File: src/rtl/pipe_stage_chain_if.sv
// rtl/pipe_stage_chain_if.sv - upstream/downstream bundle of the pipeline stage chain
interface pipe_stage_chain_if #(
    parameter int DATA_W = 32,
    parameter int FUNC_W = 4,
    parameter int STAGES = 2,
    parameter int CNT_W  = 16
);
    logic              in_valid;
    logic [DATA_W-1:0] in_data1;
    logic [DATA_W-1:0] in_data2;
    logic [FUNC_W-1:0] in_func;
    logic              in_ready;
    logic [STAGES-1:0] stall;
    logic [STAGES-1:0] flush;
    logic              out_valid;
    logic [DATA_W-1:0] out_data1;
    logic [DATA_W-1:0] out_data2;
    logic [FUNC_W-1:0] out_func;
    logic [CNT_W-1:0]  stall_cnt;

    modport master (
        output in_valid, in_data1, in_data2, in_func, stall, flush,
        input  in_ready, out_valid, out_data1, out_data2, out_func, stall_cnt
    );

    modport slave (
        input  in_valid, in_data1, in_data2, in_func, stall, flush,
        output in_ready, out_valid, out_data1, out_data2, out_func, stall_cnt
    );
endinterface

File: src/rtl/pipe_stage_chain.sv
// rtl/pipe_stage_chain.sv - N-stage pipeline register chain with stall, flush, bubbles and stall counter
module pipe_stage_chain #(
    parameter int DATA_W = 32,
    parameter int FUNC_W = 4,
    parameter int STAGES = 2,
    parameter int CNT_W  = 16
) (
    input  logic               clk,
    input  logic               reset,
    pipe_stage_chain_if.slave  io_bus
);
    localparam logic [CNT_W-1:0] CNT_ONE = 1;
    localparam logic [CNT_W-1:0] CNT_MAX = '1;

    logic [STAGES-1:0] w_hold;
    logic [CNT_W-1:0]  r_cnt;

    // A stall anywhere downstream freezes every stage upstream of it.
    always_comb begin
        w_hold = '0;
        for (int j = 0; j < STAGES; j++) begin
            w_hold[j] = |(io_bus.stall >> j);
        end
    end

    for (genvar g = 0; g < STAGES; g++) begin : g_stage
        logic              r_valid;
        logic [DATA_W-1:0] r_d1;
        logic [DATA_W-1:0] r_d2;
        logic [FUNC_W-1:0] r_f;
        logic              w_bubble;
        logic              w_src_v;
        logic [DATA_W-1:0] w_src_d1;
        logic [DATA_W-1:0] w_src_d2;
        logic [FUNC_W-1:0] w_src_f;

        if (g == 0) begin : g_head
            assign w_bubble = 1'b0;
            assign w_src_v  = io_bus.in_valid;
            assign w_src_d1 = io_bus.in_valid ? io_bus.in_data1 : '0;
            assign w_src_d2 = io_bus.in_valid ? io_bus.in_data2 : '0;
            assign w_src_f  = io_bus.in_valid ? io_bus.in_func  : '0;
        end else begin : g_body
            assign w_bubble = w_hold[g-1];
            assign w_src_v  = g_stage[g-1].r_valid;
            assign w_src_d1 = g_stage[g-1].r_d1;
            assign w_src_d2 = g_stage[g-1].r_d2;
            assign w_src_f  = g_stage[g-1].r_f;
        end

        // Priority: flush, then hold, then bubble (upstream frozen), then load.
        always_ff @(posedge clk or posedge reset) begin
            if (reset) begin
                r_valid <= 1'b0;
                r_d1    <= '0;
                r_d2    <= '0;
                r_f     <= '0;
            end else if (io_bus.flush[g]) begin
                r_valid <= 1'b0;
                r_d1    <= '0;
                r_d2    <= '0;
                r_f     <= '0;
            end else if (!w_hold[g]) begin
                if (w_bubble) begin
                    r_valid <= 1'b0;
                    r_d1    <= '0;
                    r_d2    <= '0;
                    r_f     <= '0;
                end else begin
                    r_valid <= w_src_v;
                    r_d1    <= w_src_d1;
                    r_d2    <= w_src_d2;
                    r_f     <= w_src_f;
                end
            end
        end
    end

    always_ff @(posedge clk or posedge reset) begin
        if (reset) begin
            r_cnt <= '0;
        end else if (w_hold[0] && (r_cnt != CNT_MAX)) begin
            r_cnt <= r_cnt + CNT_ONE;
        end
    end

    assign io_bus.in_ready  = ~w_hold[0];
    assign io_bus.out_valid = g_stage[STAGES-1].r_valid;
    assign io_bus.out_data1 = g_stage[STAGES-1].r_d1;
    assign io_bus.out_data2 = g_stage[STAGES-1].r_d2;
    assign io_bus.out_func  = g_stage[STAGES-1].r_f;
    assign io_bus.stall_cnt = r_cnt;
endmodule

File: src/flat_wrapper.sv
// flat-port wrapper written by rule: the top's interface ports become plain ports
module pipe_stage_chain_flat 
#(
    parameter int DATA_W = 32,
    parameter int FUNC_W = 4,
    parameter int STAGES = 2,
    parameter int CNT_W  = 16
)
  (clk, reset, io_bus_in_valid, io_bus_in_data1, io_bus_in_data2, io_bus_in_func, io_bus_stall, io_bus_flush, io_bus_in_ready, io_bus_out_valid, io_bus_out_data1, io_bus_out_data2, io_bus_out_func, io_bus_stall_cnt);
  pipe_stage_chain_if #(.DATA_W(DATA_W), .FUNC_W(FUNC_W), .STAGES(STAGES), .CNT_W(CNT_W)) io_bus_i ();
  input  logic clk;
  input  logic reset;
  input wire logic [$bits(io_bus_i.in_valid)-1:0] io_bus_in_valid;
  input wire logic [$bits(io_bus_i.in_data1)-1:0] io_bus_in_data1;
  input wire logic [$bits(io_bus_i.in_data2)-1:0] io_bus_in_data2;
  input wire logic [$bits(io_bus_i.in_func)-1:0] io_bus_in_func;
  input wire logic [$bits(io_bus_i.stall)-1:0] io_bus_stall;
  input wire logic [$bits(io_bus_i.flush)-1:0] io_bus_flush;
  output wire logic [$bits(io_bus_i.in_ready)-1:0] io_bus_in_ready;
  output wire logic [$bits(io_bus_i.out_valid)-1:0] io_bus_out_valid;
  output wire logic [$bits(io_bus_i.out_data1)-1:0] io_bus_out_data1;
  output wire logic [$bits(io_bus_i.out_data2)-1:0] io_bus_out_data2;
  output wire logic [$bits(io_bus_i.out_func)-1:0] io_bus_out_func;
  output wire logic [$bits(io_bus_i.stall_cnt)-1:0] io_bus_stall_cnt;
  assign io_bus_i.in_valid = io_bus_in_valid;
  assign io_bus_i.in_data1 = io_bus_in_data1;
  assign io_bus_i.in_data2 = io_bus_in_data2;
  assign io_bus_i.in_func = io_bus_in_func;
  assign io_bus_i.stall = io_bus_stall;
  assign io_bus_i.flush = io_bus_flush;
  assign io_bus_in_ready = io_bus_i.in_ready;
  assign io_bus_out_valid = io_bus_i.out_valid;
  assign io_bus_out_data1 = io_bus_i.out_data1;
  assign io_bus_out_data2 = io_bus_i.out_data2;
  assign io_bus_out_func = io_bus_i.out_func;
  assign io_bus_stall_cnt = io_bus_i.stall_cnt;
  pipe_stage_chain #(.DATA_W(DATA_W), .FUNC_W(FUNC_W), .STAGES(STAGES), .CNT_W(CNT_W)) u_core (.clk(clk), .reset(reset), .io_bus(io_bus_i));
endmodule
File: config.mk
export PLATFORM = sky130hd
export DESIGN_NAME = pipe_stage_chain_flat
export DESIGN_NICKNAME = d
export VERILOG_FILES = /design/src/rtl/pipe_stage_chain_if.sv /design/src/rtl/pipe_stage_chain.sv /design/src/flat_wrapper.sv
export SDC_FILE = /design/constraint.sdc
export NUM_CORES = 1
export LEC_CHECK = 0
export ABC_CLOCK_PERIOD_IN_PS = 6500
export BUFFER_PORTS_ARGS = -buffer_cell sky130_fd_sc_hd__buf_4
export CAP_MARGIN = 25
export CORE_MARGIN = 1.5
export CORE_UTILIZATION = 51
export DETAILED_ROUTE_END_ITERATION = 10
export PLACE_DENSITY = 0.84
export SLEW_MARGIN = 15
export SYNTH_ARGS = -nofsm -noshare
export SYNTH_HDL_FRONTEND = slang
export SYNTH_SLANG_ARGS = --single-unit
File: constraint.sdc
create_clock -name clk -period 6.5 [get_ports clk]
set_input_delay 0.975 -clock clk [delete_from_list [all_inputs] [get_ports clk]]
set_output_delay 0.975 -clock clk [all_outputs]
set_load 0.005 [all_outputs]
==> flow_summary.yaml, run 1 <==
synth:
  synth-edff-count: 0
  synthTopCellsByCount: "dfrtp_1, a22o_1, clkbuf_1"
  synth_area_leaders: "dfrtp_1, a22o_1, clkbuf_1"
  async_reset_ff_frac: 1.000
  synth_most_common_cell: "dfrtp_1"
  synth-seq-area-share: 0.6826
  ys_warn_count: 0
  syn_area_sq_mm: 0.005645
  synth.largest_area_cell: "dfrtp_1"
  synth_ff_type: "dfrtp_1"
  syn_area_per_cell_sq_um: 14.66
  synth-seq-cells: 154
  syn_nets: 461
  synthDistinctLibCells: 36
  postSynthCellCount: 385
  yosysTopAreaCellShare: 0.6826
power_and_ir_drop:
  power_w: 0.002260
  p_leak_nw: 3.896
  power_density_mw_per_mm2: 298.9
  peakVddDrop_mv: 0.1736
grt:
  antenna_found_initial: 0
  grt_pass1_wl_mm: 20.51
  grt_max_degree: 80
  grt_pass1_vias: 3945
  track_usage: 0.2331
  globalRoute.totalOverflow: 0
critical_path:
  crit_path_end_kind: "output pin"
  worstSetupPathType: "input pin to output pin"
  crit_path_start_kind: "input pin"
  cp_data_arrival_time_ps: 1890
  cp_max_fo: 6
  crit_required_ps: 5520
floorplanning:
  dieHeight_um: 108.2
  start_util: 0.5231
  die_x_um: 108.2
  core-area_sq_mm: 0.01079
  row_count: 38
  die-area_sq_mm: 0.01171
  pin_count: 161
finish:
  final_nets: 615
  num-fill-cells: 764
  final_cell_area_sq_mm: 0.007561
  syn_to_final_growth_pct: 33.93
  drive_above_1_share: 0.3696
  utilization: 0.7006
  antenna_cells: 0
sta:
  finalClockSkew_ps: 5.168
  period_minus_slack_ps: 2865
  worstMarginPinSlew_ps: 770.0
  rsz0062_at_grt: "no"
  fmax_mhz: 349.1
  hold_viol_final: 0
  final_max_slew_viol_count: 0
  timing.setup.tns_ps: 0
  slew_headroom: 0.4867
  finalSetupViolations: 0
  fin_crit_sh: 0.4407
  fin_hold_ws_ps: 484.7
route:
  totalWireLength_mm: 13.04
  via_per_inst: 5.773
  drtAntennaViolNets: 0
  routed-via-count: 3995
  wl_per_cell_um: 18.85
  first_pass_iters: 4
  drt_iter0_markers: 200
  drc: 0
place:
  placed_area_sq_mm: 0.006938
  globalplace.congestion: 0.8338
  io_buffers: 160
  hpwl_mm: 8.167
clock_network:
  cts_hold_buf: 0
  cts_root_buf: "clkbuf_8"
  cts_setup_buffers: 0
  cts_resized: 0
  cts_tree: "done"
  clk_pin_slew_ps: 60
  clk_path_buf_depth: 2
  cts_buffers: 17
  clock_sinks: 154
  clock_latency_ps: 520
  htree_levels: 4
run_status:
  outcome: "finished, final reports clean"
job:
  cap_viol_max_count: 0
hold_path:
  hold_path.class: "flop to flop"
==> worst max-delay path, stage by stage <==
cell and delay, ps:
buf_4 110, or2_1 350, inv_1 280, buf_4 170
==> flip-flops by register name, indices dropped and copies added, names as in the netlist <==
name,count
u_core.g_stage.r_d2,32
u_core.io_bus.out_func,4
u_core.io_bus.out_valid,1
u_core.io_bus.stall_cnt,16
u_core.g_stage.r_d1,32
u_core.io_bus.out_data2,32
u_core.g_stage.r_valid,1
u_core.io_bus.out_data1,32
u_core.g_stage.r_f,4
==> path summary, 6_finish.rpt <==
kind,depth (start not counted),start,to,slack (ps)
max reg2reg,5,u_core.io_bus.stall_cnt[0]$_DFFE_PP0P_,u_core.io_bus.stall_cnt[1]$_DFFE_PP0P_,4640
max in group asynchronous,4,reset,u_core.g_stage[0].r_d2[27]$_DFFE_PP0P_,4780
min reg2reg,1,u_core.g_stage[0].r_valid$_DFFE_PP0P_,u_core.g_stage[0].r_valid$_DFFE_PP0P_,480
min in group asynchronous,2,reset,u_core.io_bus.out_data2[16]$_DFFE_PP0P_,570
min,1,u_core.g_stage[0].r_valid$_DFFE_PP0P_,u_core.g_stage[0].r_valid$_DFFE_PP0P_,480
max,4,io_bus_stall[0],io_bus_in_ready,3640
==> where the power goes <==
part	internal [W]	total [W]	leakage (nW)	switching, W
clock network	0.000615	0.000975	0.290	0.000360
logic	0.000117	0.000225	1.49	0.000108
registers	0.00100	0.00106	2.11	0.0000567
total	0.00173	0.00226	3.90	0.000526
==> layout make-up <==
| class | instances | area (sq um) | share of cell area |
|---|---|---|---|
| flip-flops and latches | 154 | 3854 | 0.5097 |
| clock buffers | 25 | 474.2 | 0.06272 |
| inverters | 3 | 16.27 | 0.002151 |
| well taps | 140 | 175.2 | 0.02317 |
| multi-input cells | 196 | 1654 | 0.2188 |
| clock inverters | 7 | 113.9 | 0.01506 |
| repair buffers | 167 | 1274 | 0.1685 |
==> layout by cell type (no fill, tap or decap), types with 3 or more instances in the layout <==
cell type and instances:
nand3_1 8, clkbuf_16 16, dfrtp_1 154, nand2_1 4
clkinv_2 3, buf_4 165, clkbuf_1 5, clkbuf_8 4
a22o_1 137, nor2_1 3, nand4_1 3, xor2_1 6
bufinv_16 3, xnor2_1 5, nor4_1 4
==> per-layer routing <==
metal  part of all wire  track usage  up-vias
met5                  0            0        -
met2               0.50       0.3522      151
met1               0.42       0.3171     2040
li1                   -            -     1787
met3              0.062      0.06389       17
met4              0.017       0.1053        0
==> per-stage QoR <==
stage                     std cells  worst slack (ps)
after global routing            692              3608
after CTS                       690              3654
after floorplan                 385              1375
final                           692              3635
after global placement          658              3315
after detailed placement        658              3215
==> kinds of logic after synthesis <==
kind of cell	count (synthesis)	share of synthesized area
compound gates	147	0.2261
xor+xnor	11	0.01707
mux	1	0.002659
flops	154	0.6826
buf+inv	35	0.02748
simple gates	36	0.04189
fa+ha+maj	1	0.002216
Power figures use the tool's default switching activity.
==> run 2: changes to the inputs <==
Settings changed: ABC_AREA from default to 1, ABC_CLOCK_PERIOD_IN_PS 6500 to 2850, CORE_UTILIZATION 51 to 53.
Clock period 6.5 ns to 2.85 ns, I/O delays scaled along.
==> run 2 against run 1 <==
  * Critical path depth up 3
  * Wire length up 22%
  * Clock power up 130%
  * Sequential power up 120%
  * First-iteration DRC count rose to 2.9 times the previous value
  * Clock skew up 2.0 ps
  * Core utilization down 0.13 points
  * Synthesized cell count up 77%
  * Die area up 12%
  * Critical endpoint is now u_core.io_bus.stall_cnt[2]$_DFFE_PP0P_
==> flow_summary.yaml, run 2 <==
finish:
  syn_to_final_growth_pct: 28.35
  drive_above_1_share: 0.2611
  layout.cells.non_filler: 1003
  final_common_cell: "buf_4"
  final_nets: 900
  final_cell_mix: "buf_4, inv_1, dfrtp_1, nand3_1, o31ai_1"
  antenna_cells: 0
grt:
  grt_pass1_wl_mm: 25.74
  grt_pass1_vias: 5422
  globalRoute.totalOverflow: 0
  antenna_found_initial: 0
  track_usage: 0.2525
  grt_max_degree: 155
job:
  cap_viol_max_count: 0
power_and_ir_drop:
  power_density_mw_per_mm2: 602.4
  p_leak_nw: 4.239
  peakVddDrop_mv: 0.3250
route:
  via_per_inst: 5.468
  drc: 0
  routed-via-count: 5484
  wl_per_cell_um: 15.89
  wl_met2_mm: 7.939
  met3_length_mm: 1.159
  met1_length_mm: 6.620
  drtAntennaViolNets: 0
  top_layer: "met4"
  first_pass_iters: 5
  totalWireLength_mm: 15.94
  drt_iter0_markers: 580
synth:
  syn_area_sq_mm: 0.006571
  syn_area_per_cell_sq_um: 9.635
  synth-seq-area-share: 0.5864
  synth_ff_type: "dfrtp_1"
  postSynthCellCount: 682
  synth_most_common_cell: "inv_1"
  synth_area_leaders: "dfrtp_1, inv_1, o31ai_1"
  async_reset_ff_frac: 1.000
  ys_warn_count: 0
  yosysTopAreaCellShare: 0.5864
  synthTopCellsByCount: "inv_1, dfrtp_1, nand3_1"
  syn_nets: 758
  synthDistinctLibCells: 26
  synth-edff-count: 0
  synth-seq-cells: 154
  synth.largest_area_cell: "dfrtp_1"
critical_path:
  critPathSlowestCell: "dfrtp_1"
  cpMostUsedCell: "nand2_1"
  crit_chain: "ha_1 > nand3_1 > nor2_1 > nand2_1 > nand2_1 > nand2_1 > o21ai_0"
  crit_required_ps: 3130
  crit_path_end_kind: "flop"
  cp_max_fo: 11
  crit_path_start_kind: "flop"
  cp_data_arrival_time_ps: 2180
  reg2regPathDepth: 7
  slowest_delay_ps: 440
  worstSetupPathType: "flop to flop"
clock_network:
  cts_hold_buf: 0
  clk_pin_slew_ps: 60
  cts_tree: "done"
  cts_root_buf: "clkbuf_16"
  cts_setup_buffers: 0
  htree_levels: 4
  clock_latency_ps: 410
  cts_resized: 0
  cts_buffers: 17
  clock_sinks: 154
  clk_path_buf_depth: 2
sta:
  fmax_mhz: 525.7
  finalClockSkew_ps: 7.123
  worstMarginPinSlew_ps: 783.1
  hold_viol_final: 0
  finalSetupViolations: 0
  slew_headroom: 0.4779
  fin_crit_sh: 0.6674
  timing.setup.tns_ps: 0
  period_minus_slack_ps: 1902
  rsz0062_at_grt: "no"
  final_max_slew_viol_count: 0
place:
  io_buffers: 160
  place_inst: 973
  hpwl_mm: 10.09
  globalplace.congestion: 0.8551
floorplanning:
  pin_count: 161
  core-area_sq_mm: 0.01206
  row_count: 40
  die_x_um: 114.4
  die-area_sq_mm: 0.01308
  dieHeight_um: 114.4
  start_util: 0.5448
run_status:
  outcome: "finished, final reports clean"
hold_path:
  hold_path.class: "input pin to asynchronous set/reset pin"
==> run 2: cell families after synthesis <==
family,synth area share
xor+xnor,0.003999
simple gates,0.1274
flops,0.5864
buf+inv,0.1243
compound gates,0.1559
fa+ha+maj,0.001904
==> run 2: power by group <==
part	internal [W]	switching, W	total (W)
registers	0.00227	0.0000822	0.00235
logic	0.000218	0.000303	0.000521
clock network	0.00136	0.000849	0.00221
total	0.00385	0.00123	0.00508
==> run 2: critical path, delay by kind of cell, from the launching register on <==
family | cells | cell delay [ps]
adders and majority gates | 1 | 300
and+or+nand+nor | 5 | 930
AOI/OAI and AO/OA | 1 | 90
DFF | 1 | 440
==> run 2: layer usage <==
| metal | up-vias | GRT usage |
|---|---|---|
| met5 | - | 0 |
| met4 | 0 | 0.07667 |
| met3 | 19 | 0.06617 |
| met2 | 260 | 0.4229 |
| met1 | 2674 | 0.3250 |
| li1 | 2531 | - |
==> run 2: through the flow <==
| step | util | total power (W) | area, sq um | setup WS, ps | hold WS, ps |
|---|---|---|---|---|---|
| after floorplan | - | 0.002654 | 6575 | 477.6 | 495.3 |
| after global placement | 0.6511 | 0.002882 | 7854 | 884.7 | 493.4 |
| after detailed placement | 0.6511 | 0.002905 | 7854 | 788.7 | 499.8 |
| after CTS | 0.6993 | 0.005116 | 8434 | 971.9 | 245.1 |
| after global routing | 0.6993 | 0.005281 | 8434 | 791.2 | 258.4 |
| final | 0.6993 | 0.005081 | 8434 | 947.9 | 258.5 |
==> run 2: area by class of cell <==
| class | count | area, sq um |
|---|---|---|
| clock inverter | 12 | 151.4 |
| fill | 870 | 3627 |
| clock buffer | 18 | 429.2 |
| inverter | 159 | 603.1 |
| sequential | 154 | 3854 |
| tap | 168 | 210.2 |
| timing repair buffer | 168 | 1286 |
| multi-input combinational | 324 | 1901 |
==> run 2: final timing paths <==
check	to	from	slack, ps
setup / recovery	u_core.io_bus.stall_cnt[2]$_DFFE_PP0P_	u_core.io_bus.stall_cnt[0]$_DFFE_PP0P_	950
hold / removal	u_core.g_stage[0].r_d2[30]$_DFFE_PP0P_	reset	260
setup reg to reg	u_core.io_bus.stall_cnt[2]$_DFFE_PP0P_	u_core.io_bus.stall_cnt[0]$_DFFE_PP0P_	950
hold reg to reg	u_core.io_bus.out_data1[7]$_DFFE_PP0P_	u_core.io_bus.out_data1[7]$_DFFE_PP0P_	510
max in group asynchronous	u_core.io_bus.out_data1[23]$_DFFE_PP0P_	reset	2030
min in group clk	u_core.g_stage[0].r_d2[11]$_DFFE_PP0P_	io_bus_in_data2[11]	260
